--- config.mk ---
export PLATFORM = sky130hd
export DESIGN_NAME = memory_access
export DESIGN_NICKNAME = d
export VERILOG_FILES = /design/src/rtl/mem_stage_pkg.sv /design/src/rtl/writeback_reg.sv /design/src/rtl/memory_access.sv
export SDC_FILE = /design/constraint.sdc
export NUM_CORES = 1
export LEC_CHECK = 0
export ABC_AREA = 1
export CAP_MARGIN = 20
export CORE_MARGIN = 1.5
export CORE_UTILIZATION = 34
export CTS_CLUSTER_DIAMETER = 40
export DETAILED_ROUTE_END_ITERATION = 7
export GPL_TIMING_DRIVEN = 0
export PLACE_DENSITY = 0.9
export SYNTH_ARGS = -nofsm -noshare
export SYNTH_HDL_FRONTEND = slang
export SYNTH_SLANG_ARGS = --single-unit
--- constraint.sdc ---
create_clock -name clk_i -period 2.6 [get_ports clk_i]
set_input_delay 0.52 -clock clk_i [delete_from_list [all_inputs] [get_ports clk_i]]
set_output_delay 0.52 -clock clk_i [all_outputs]
set_load 0.02 [all_outputs]
--- src/rtl/mem_stage_pkg.sv ---
// Shared types and constants for the MIPS memory pipeline stage.
//   mem_state_e     : memory-access FSM states
//   ctrl_w_t        : W-stage control bundle carried by the writeback register
//   WORD_ALIGN_MASK : low address bits that must be zero for a word access
package mem_stage_pkg;

  localparam int unsigned DATA_W = 32;
  localparam int unsigned REG_W  = 5;

  localparam logic [1:0] WORD_ALIGN_MASK = 2'b11;

  typedef enum logic [1:0] {
    IDLE = 2'd0,
    REQ  = 2'd1,
    WAIT = 2'd2
  } mem_state_e;

  typedef struct packed {
    logic reg_write;
    logic mem_to_reg;
  } ctrl_w_t;

  // True when the byte address is word aligned.
  function automatic logic is_word_aligned(input logic [1:0] addr_lo);
    return (addr_lo & WORD_ALIGN_MASK) == 2'b00;
  endfunction

endpackage

--- src/rtl/writeback_reg.sv ---
// M/W pipeline register with stall-bubble insertion.
//   clk_i, rst_i   : clock, async active-high reset
//   stall_i        : hold data fields and emit a bubble (control cleared)
//   kill_i         : advance but retire as a bubble (aborted/misaligned access)
//   load_done_i    : capture rdata_i into the read-data field
//   ctrl_m_i, alu_out_m_i, write_reg_m_i, rdata_i : M-stage inputs
//   ctrl_w_o, alu_out_w_o, write_reg_w_o, read_data_w_o : W-stage outputs
module writeback_reg
  import mem_stage_pkg::*;
(
  input  logic              clk_i,
  input  logic              rst_i,
  input  logic              stall_i,
  input  logic              kill_i,
  input  logic              load_done_i,
  input  ctrl_w_t           ctrl_m_i,
  input  logic [DATA_W-1:0] alu_out_m_i,
  input  logic [REG_W-1:0]  write_reg_m_i,
  input  logic [DATA_W-1:0] rdata_i,
  output ctrl_w_t           ctrl_w_o,
  output logic [DATA_W-1:0] alu_out_w_o,
  output logic [REG_W-1:0]  write_reg_w_o,
  output logic [DATA_W-1:0] read_data_w_o
);

  ctrl_w_t           ctrl_q, ctrl_d;
  logic [DATA_W-1:0] alu_out_q, alu_out_d;
  logic [REG_W-1:0]  write_reg_q, write_reg_d;
  logic [DATA_W-1:0] read_data_q, read_data_d;

  // Next-state: advance when not stalled, otherwise bubble with data held.
  always_comb begin
    ctrl_d      = ctrl_q;
    alu_out_d   = alu_out_q;
    write_reg_d = write_reg_q;
    read_data_d = read_data_q;
    if (stall_i) begin
      ctrl_d = '0;
    end else begin
      ctrl_d      = kill_i ? ctrl_w_t'('0) : ctrl_m_i;
      alu_out_d   = alu_out_m_i;
      write_reg_d = write_reg_m_i;
      if (load_done_i) begin
        read_data_d = rdata_i;
      end
    end
  end

  // Register stage.
  always_ff @(posedge clk_i or posedge rst_i) begin
    if (rst_i) begin
      ctrl_q      <= '0;
      alu_out_q   <= '0;
      write_reg_q <= '0;
      read_data_q <= '0;
    end else begin
      ctrl_q      <= ctrl_d;
      alu_out_q   <= alu_out_d;
      write_reg_q <= write_reg_d;
      read_data_q <= read_data_d;
    end
  end

  assign ctrl_w_o      = ctrl_q;
  assign alu_out_w_o   = alu_out_q;
  assign write_reg_w_o = write_reg_q;
  assign read_data_w_o = read_data_q;

endmodule

--- src/rtl/memory_access.sv ---
// MIPS memory pipeline stage: issues word loads/stores on a req/gnt/rvalid
// data bus, stalls the pipeline while an access is outstanding and owns the
// W pipeline register.
//   clk_i, rst_i          : clock, async active-high reset
//   *_m_i                 : M-stage control and data
//   dmem_*                : data-memory request/grant/response bus
//   stall_m_o             : hold F/D/E/M pipeline registers
//   *_w_o                 : W-stage pipeline register outputs
//   align_err_o           : one-cycle pulse on a misaligned access
//   timeout_o             : sticky bus-timeout flag
module memory_access
  import mem_stage_pkg::*;
#(
  parameter int unsigned TIMEOUT_CYCLES = 255
) (
  input  logic              clk_i,
  input  logic              rst_i,
  input  logic              reg_write_m_i,
  input  logic              mem_write_m_i,
  input  logic              mem_to_reg_m_i,
  input  logic [DATA_W-1:0] alu_out_m_i,
  input  logic [DATA_W-1:0] write_data_m_i,
  input  logic [REG_W-1:0]  write_reg_m_i,
  output logic              dmem_req_o,
  output logic              dmem_we_o,
  output logic [DATA_W-1:0] dmem_addr_o,
  output logic [DATA_W-1:0] dmem_wdata_o,
  input  logic              dmem_gnt_i,
  input  logic              dmem_rvalid_i,
  input  logic [DATA_W-1:0] dmem_rdata_i,
  output logic              stall_m_o,
  output logic              reg_write_w_o,
  output logic              mem_to_reg_w_o,
  output logic [DATA_W-1:0] read_data_w_o,
  output logic [DATA_W-1:0] alu_out_w_o,
  output logic [REG_W-1:0]  write_reg_w_o,
  output logic              align_err_o,
  output logic              timeout_o
);

  localparam int unsigned CNT_W = (TIMEOUT_CYCLES < 2) ? 1 : $clog2(TIMEOUT_CYCLES + 1);

  mem_state_e       state_q, state_d;
  logic [CNT_W-1:0] cnt_q, cnt_d;
  logic             timeout_q, timeout_d;
  logic             align_err_q, align_err_d;

  logic req_c, stall_c, kill_c, load_done_c;
  logic mem_op, is_store, aligned, timeout_hit;

  // Both store and load bits set is treated as a store.
  assign mem_op      = mem_write_m_i | mem_to_reg_m_i;
  assign is_store    = mem_write_m_i;
  assign aligned     = is_word_aligned(alu_out_m_i[1:0]);
  assign timeout_hit = (TIMEOUT_CYCLES != 0) && (cnt_q == CNT_W'(TIMEOUT_CYCLES));

  // Next-state and bus/stall decode.
  always_comb begin
    state_d     = state_q;
    timeout_d   = timeout_q;
    align_err_d = 1'b0;
    req_c       = 1'b0;
    stall_c     = 1'b0;
    kill_c      = 1'b0;
    load_done_c = 1'b0;

    unique case (state_q)
      IDLE: begin
        if (mem_op) begin
          if (!aligned) begin
            align_err_d = 1'b1;
            kill_c      = 1'b1;
          end else begin
            req_c = 1'b1;
            if (is_store) begin
              if (!dmem_gnt_i) begin
                state_d = REQ;
                stall_c = 1'b1;
              end
            end else begin
              state_d = dmem_gnt_i ? WAIT : REQ;
              stall_c = 1'b1;
            end
          end
        end
      end
      REQ: begin
        // Abort takes priority so the request never depends on gnt.
        if (timeout_hit) begin
          state_d   = IDLE;
          kill_c    = 1'b1;
          timeout_d = 1'b1;
        end else begin
          req_c = 1'b1;
          if (dmem_gnt_i && is_store) begin
            state_d = IDLE;
          end else begin
            stall_c = 1'b1;
            if (dmem_gnt_i) begin
              state_d = WAIT;
            end
          end
        end
      end
      WAIT: begin
        if (timeout_hit) begin
          state_d   = IDLE;
          kill_c    = 1'b1;
          timeout_d = 1'b1;
        end else if (dmem_rvalid_i) begin
          state_d     = IDLE;
          load_done_c = 1'b1;
        end else begin
          stall_c = 1'b1;
        end
      end
      default: begin
        state_d = IDLE;
      end
    endcase

    // Stalled-cycle counter; clears whenever the FSM returns to IDLE.
    if (state_d == IDLE || TIMEOUT_CYCLES == 0) begin
      cnt_d = '0;
    end else begin
      cnt_d = cnt_q + CNT_W'(1);
    end
  end

  // FSM, counter and flag registers.
  always_ff @(posedge clk_i or posedge rst_i) begin
    if (rst_i) begin
      state_q     <= IDLE;
      cnt_q       <= '0;
      timeout_q   <= 1'b0;
      align_err_q <= 1'b0;
    end else begin
      state_q     <= state_d;
      cnt_q       <= cnt_d;
      timeout_q   <= timeout_d;
      align_err_q <= align_err_d;
    end
  end

  // Request and stall must drop the moment reset asserts, even with an M op present.
  assign dmem_req_o   = req_c & ~rst_i;
  assign stall_m_o    = stall_c & ~rst_i;
  assign dmem_we_o    = mem_write_m_i;
  assign dmem_addr_o  = alu_out_m_i;
  assign dmem_wdata_o = write_data_m_i;
  assign align_err_o  = align_err_q;
  assign timeout_o    = timeout_q;

  ctrl_w_t ctrl_m, ctrl_w;

  assign ctrl_m.reg_write  = reg_write_m_i;
  assign ctrl_m.mem_to_reg = mem_to_reg_m_i;

  writeback_reg u_writeback_reg (
    .clk_i         (clk_i),
    .rst_i         (rst_i),
    .stall_i       (stall_c),
    .kill_i        (kill_c),
    .load_done_i   (load_done_c),
    .ctrl_m_i      (ctrl_m),
    .alu_out_m_i   (alu_out_m_i),
    .write_reg_m_i (write_reg_m_i),
    .rdata_i       (dmem_rdata_i),
    .ctrl_w_o      (ctrl_w),
    .alu_out_w_o   (alu_out_w_o),
    .write_reg_w_o (write_reg_w_o),
    .read_data_w_o (read_data_w_o)
  );

  assign reg_write_w_o  = ctrl_w.reg_write;
  assign mem_to_reg_w_o = ctrl_w.mem_to_reg;

endmodule

==> run_results.csv <==
group,metric,value,unit
place,place_congestion,0.808,
timing,fin_crit_sh,94.4,%
final_layout,fin_nets,800,
floorplan,coreArea,11400,sq um
final_layout,mostFrequentLayoutCell,"clkdlybuf4s50_1",
timing,setup_viol,0,
global_routing,grtUsageMet1,22.6,%
worst_hold_path,min_path_type,"reg2reg",
global_routing,use_met3,5.14,%
clocking,clock_path_buffers,2,
synth,synth-simple-area-share,27.1,%
detailed_routing,wl_per_cell,13.7,microns
synth,synth_compound_area_share,1.52,%
timing,slew_violations,0,
clocking,path_clk_slew,0.06,ns
place,place_area,6330,sq um
synth,synth_xor_area_share,1.33,%
synth,yosys.cell_types.count,25,
floorplan,die_w,111,microns
synth,synth_area_per_cell,8.61,sq um
final_layout,stdcell_area,6650,sq um
place,dpl.hpwl,8890,microns
global_routing,grt_start_max_net_pins,35,
clocking,holdBufCountCts,0,
detailed_routing,drc_errors,0,
timing,period_minus_slack,2.45,ns
timing,finClkSkew,0.00657,ns
timing,max-slew-margin-rel,60.4,%
clocking,cts_root_buf,"clkbuf_16",
final_layout,n_antenna_cell,0,
clocking,ctsHtreeMaxLevel,3,
critical_path,crit_type,"in2out",
synth,synth.largest_area_cell,"dfrtp_1",
final_layout,final_cell_mix,"clkdlybuf4s50_1, nand2_1, dfrtp_1",
global_routing,use_met2,31.9,%
synth,yosys-top-cells-area,"dfrtp_1, nand2_1, buf_4, nand3_1, buf_2",
global_routing,grt_util_all_layers,18.6,%
clocking,clock_latency,0.32,ns
detailed_routing,vias,3749,
floorplan,rows,39,
timing,hold_slack,0.457,ns
synth,ys_ff_latch,83,
clocking,cts_sinks,83,
final_layout,area_growth,68.0,%
floorplan,floorplan.die_area,12300,sq um
synth,ys_warn_count,0,
clocking,cts_tree,"done",
synth,syn_nets,573,
pwr,p_per_area,1030,nW/um^2
global_routing,antenna_found_initial,0,
place,io_buffers,215,
final_layout,layout-drive-gt1-share,15.6,%
detailed_routing,finalWirelength,11400,microns
timing,worst_pin_slew,0.592,ns
detailed_routing,route.antenna.remaining_nets,0,
timing,fmax,0.408,GHz
clocking,post_cts_buffers,0,
synth,syn_area,3960,sq um
synth,yosys.area_share.adder,1.58,%
detailed_routing,first_pass_iters,4,
synth,synthMuxAreaShare,0,%
final_layout,post-route-util,58.5,%
pwr,ir_drop,539,uV
run_status,outcome,"finished, final reports clean",
synth,synth_top_area_share,52.5,%
synth,syn_inst,460,
synth,yosysSeqAreaShare,52.5,%
floorplan,start_util,34.8,%
final_layout,fillerInstances,979,
run,cap_violations,0,
critical_path,start_kind,"input pin",
critical_path,crit_fanout,18,
global_routing,top_usage_layer,"met2",
detailed_routing,via_per_inst,4.49,
global_routing,grt_overflow,0,
clocking,cts-buffers-inserted,9,
synth,synth_top_family_by_area,"simple AND/OR/NAND/NOR gates",
timing,finalHoldViolations,0,
global_routing,grt_pass1_wl,18300,microns
timing,rsz0062_at_grt,"no",
global_routing,grt_pass1_vias,3684,
critical_path,crit_path_end_kind,"primary output",
detailed_routing,initialDrtViolationCount,166,
critical_path,cp.arrival,1.93,ns
floorplan,num_io_pins,248,
critical_path,cp_data_required_time,2.08,ns
pwr,leakage,3.24,nW
floorplan,dieHeight,111,microns
## logic make-up (layout without fill, tap and decap cells)
kind of cell,count (synthesis),after routing
flops,83,83
xor+xnor,6,6
simple gates,259,259
compound gates,11,11
fa+ha+maj,5,5
buf+inv,96,328
## registers in the layout (all words and copies together), names as in the netlist
register and count:
state_q 2, align_err_o 1, timeout_o 1, u_writeback_reg.ctrl_w_o 2, u_writeback_reg.read_data_w_o 32, cnt_q 8
u_writeback_reg.alu_out_w_o 32, u_writeback_reg.write_reg_w_o 5
## final timing paths
check | slack, ns | cells after the start | startpoint | end
min in group asynchronous | 0.69 | 2 | rst_i | cnt_q[2]
worst min-delay path | 0.46 | 1 | cnt_q[0] | cnt_q[0]
worst max register to register | 0.54 | 9 | cnt_q[0] | u_writeback_reg.read_data_w_o[5]
max in group asynchronous | 1.37 | 3 | rst_i | u_writeback_reg.read_data_w_o[5]
worst max-delay path | 0.15 | 8 | mem_write_m_i | stall_m_o
worst min register to register | 0.46 | 1 | cnt_q[0] | cnt_q[0]
## through the flow
step	power, mW	setup WS (ns)	std cells	setup TNS, ns
global route	7.31	0.0837	835	0
detailed placement	5.61	-0.580	820	-0.654
finish	6.88	0.147	835	0
global placement	5.52	-0.559	818	-0.627
floorplan	3.94	0.548	460	0
CTS	6.93	0.00870	835	0
## final cells by class
| class | instances | area, sq um | share of cell area [%] |
|---|---|---|---|
| Buffer | 81 | 578 | 8.69 |
| Clock buffer | 10 | 239 | 3.59 |
| Clock inverter | 6 | 71.3 | 1.07 |
| Inverter | 14 | 56.3 | 0.847 |
| Multi-Input combinational cell | 281 | 1260 | 19.0 |
| Sequential cell | 83 | 2080 | 31.2 |
| Tap cell | 143 | 179 | 2.69 |
| Timing Repair Buffer | 217 | 2190 | 32.9 |
## synthesized netlist by cell type
cell / instances
a21boi_0: 1
a21oi_1: 8
and3_1: 1
buf_2: 13
buf_4: 65
buf_6: 2
clkbuf_1: 2
dfrtp_1: 83
ha_1: 5
inv_1: 12
inv_2: 2
nand2_1: 194
nand2_4: 2
nand3_1: 43
nand3_2: 1
nand3b_1: 1
nand4_1: 2
nor2_1: 12
nor2_2: 1
nor2_4: 1
o21a_1: 1
o21ai_0: 1
or2_2: 1
xnor2_1: 3
xor2_1: 3
## layer usage
metal / wire (microns) / vias to the layer above
met5: 0 / -
met4: 163 / 0
met3: 857 / 12
met2: 5720 / 164
met1: 4670 / 1754
li1: - / 1819
## report_power, final
part | total, mW | switching [mW] | internal, mW
sequential | 2.09 | 0.278 | 1.82
clock | 1.32 | 0.539 | 0.781
combinational | 3.46 | 1.95 | 1.51
total | 6.88 | 2.77 | 4.10
## worst max-delay path, stage by stage
cell	delay, ns
clkdlybuf4s50_1	0.55
inv_1	0.06
nand2_1	0.12
nand4_1	0.12
nand3_2	0.14
nand2_8	0.14
nor2_1	0.11
buf_2	0.17
## timing repair
action                     CTS  global route
pin swaps                    0             1
setup endpoints to repair    2             1
resized for setup            5             3
Power figures use the tool's default switching activity.
==> RTL edit, RTL diff (same flow settings) <==
Change the package constant `REG_W` from 5 to 10.
--- a/src/rtl/mem_stage_pkg.sv
+++ b/src/rtl/mem_stage_pkg.sv
@@ -5,7 +5,7 @@
 package mem_stage_pkg;
 
   localparam int unsigned DATA_W = 32;
-  localparam int unsigned REG_W  = 5;
+  localparam int unsigned REG_W  = 10;
 
   localparam logic [1:0] WORD_ALIGN_MASK = 2'b11;
 
Ports: changed (resized write_reg_m_i and write_reg_w_o); port bits go from 248 to 258. The function was not compared with the original's and may differ.
==> RTL edit against the unedited design <==
- synthesized cell count grew 4.6%
- area after synthesis grew 5.6%
- sequential cell count grew 5
- global-route usage shrank 0.56 points
- worst setup slack lost 42 ps
- register-to-register slack gained 150 ps
- design area grew 4.4%
- power grew 2.9%
- routed wire length grew 0.78%
- critical path type unchanged
- largest cell class unchanged
- highest routed layer unchanged
==> RTL edit: results (changes against the unedited design) <==
[metrics] worst setup timing slack at the placement stage: -591 ps (was -580 ps)
[metrics] dpl cells: 855 (was 820)
[metrics] Via density: 4.45 (was 4.49)
[metrics] power drawn by the sequential cells: 2220 µW (was 2090 µW)
[metrics] Worst IR Drop VDD: 0.000454 V (was 0.000539 V)
[metrics] largest cells by area after synthesis: sky130_fd_sc_hd__dfrtp_1 (53%), sky130_fd_sc_hd__nand2_1 (19%), sky130_fd_sc_hd__buf_4 (12%) (was sky130_fd_sc_hd__dfrtp_1 (52%), sky130_fd_sc_hd__nand2_1 (18%), sky130_fd_sc_hd__buf_4 (12%))
[metrics] worst clock skew: 5.25 ps (was 6.57 ps)
[metrics] final net count: 838 (was 800)
[metrics] post-synthesis compound-gate area fraction: 1.44% (was 1.52%)
[metrics] cell types with the highest counts after synthesis: sky130_fd_sc_hd__nand2_1 (207), sky130_fd_sc_hd__dfrtp_1 (88), sky130_fd_sc_hd__buf_4 (65), sky130_fd_sc_hd__nand3_1 (43) (was sky130_fd_sc_hd__nand2_1 (194), sky130_fd_sc_hd__dfrtp_1 (83), sky130_fd_sc_hd__buf_4 (65), sky130_fd_sc_hd__nand3_1 (43), sky130_fd_sc_hd__buf_2 (13))
[metrics] total length of routed wires: 11500 µm (was 11400 µm)
[metrics] Worst Tran Pin Value: 616 ps (was 592 ps)
[metrics] global-route track usage on met1: 19.5% (was 22.6%)
[metrics] total met3 wirelength after detailed routing: 990 µm (was 857 µm)
[metrics] detailed route wirelength on metal2: 6040 µm (was 5720 µm)
[metrics] arrival time of the worst setup path: 1980 ps (was 1930 ps)
[metrics] clock power share: 16.1% (was 19.2%)
[metrics] share of post-route cells with drive strength above 1: 15.8% (was 15.6%)
[metrics] final weighted congestion in routability-driven placement: 0.787 (was 0.808)
[metrics] global-route track usage on met2: 33.5% (was 31.9%)
[metrics] half-perimeter wire length of the detailed placement result: 9040 µm (was 8890 µm)
[metrics] via count: 3872 (was 3749)
[metrics] met3 global-route usage: 4.94% (was 5.14%)
[metrics] share of the yosys chip area belonging to registers: 52.7% (was 52.5%)
[metrics] top fanout value on the critical path: 4 (was 18)
[metrics] Net Count, Synth: 599 (was 573)
[metrics] placed standard-cell area: 6660 µm² (was 6330 µm²)
[metrics] xor/xnor cell area share of the yosys netlist: 1.26% (was 1.33%)
[metrics] adder-cell area share of the yosys netlist: 1.50% (was 1.58%)
[metrics] routed metal-1 wirelength: 4250 µm (was 4670 µm)
[metrics] port bufs: 225 (was 215)
[metrics] distinct cell type count after synthesis: 26 (was 25)
[metrics] outcome: finished clean (unchanged)
[metrics] static leakage: 0.00340 µW (was 0.00324 µW)
[metrics] wire length of the first global-routing pass: 18400 µm (was 18300 µm)
[metrics] fraction of power spent switching nets: 39.8% (was 40.3%)
[metrics] largest net degree at the start of global routing: 38 (was 35)
==> RTL edit: cell count changes after synthesis <==
cell,delta
sky130_fd_sc_hd__clkbuf_1,-2
sky130_fd_sc_hd__buf_8,+1
sky130_fd_sc_hd__nand2_2,+2
sky130_fd_sc_hd__nand2_1,+13
sky130_fd_sc_hd__buf_2,-1
sky130_fd_sc_hd__buf_6,+3
sky130_fd_sc_hd__dfrtp_1,+5
==> RTL edit: timing repair <==
action,4_1_cts,5_1_grt
pin swaps,0,3
endpoints found under the setup margin,2,2
buffers inserted,0,2
endpoints found under the hold margin,0,0
resized for setup,11,4
==> RTL edit: worst max-delay path: stages <==
cell and delay, ps:
sky130_fd_sc_hd__clkdlybuf4s50_1 480, sky130_fd_sc_hd__inv_1 60, sky130_fd_sc_hd__nand2_2 90, sky130_fd_sc_hd__nand3_1 70, sky130_fd_sc_hd__a21oi_1 140, sky130_fd_sc_hd__clkdlybuf4s50_1 620
==> RTL edit: worst paths after layout <==
kind / from / end / slack [ps] / cells after the start
worst max-delay path: mem_to_reg_m_i / dmem_req_o / 100 / 6
worst min-delay path: timeout_o / timeout_o / 470 / 1
worst max register to register: cnt_q[1] / u_writeback_reg.read_data_w_o[28] / 690 / 10
worst min register to register: timeout_o / timeout_o / 470 / 1
max in group asynchronous: rst_i / u_writeback_reg.alu_out_w_o[26] / 1340 / 3
min in group asynchronous: rst_i / u_writeback_reg.read_data_w_o[19] / 680 / 2
==> RTL edit: final cells by class <==
type,count,area [µm²],share of cell area (%)
flip-flops and latches,88,2200,31.7
multi-input cells,296,1330,19.1
inverters,14,56.3,0.811
repair buffers,229,2300,33.2
clock inverters,1,5.00,0.0721
clock buffers,13,250,3.61
plain buffers,82,613,8.83
well taps,147,184,2.65
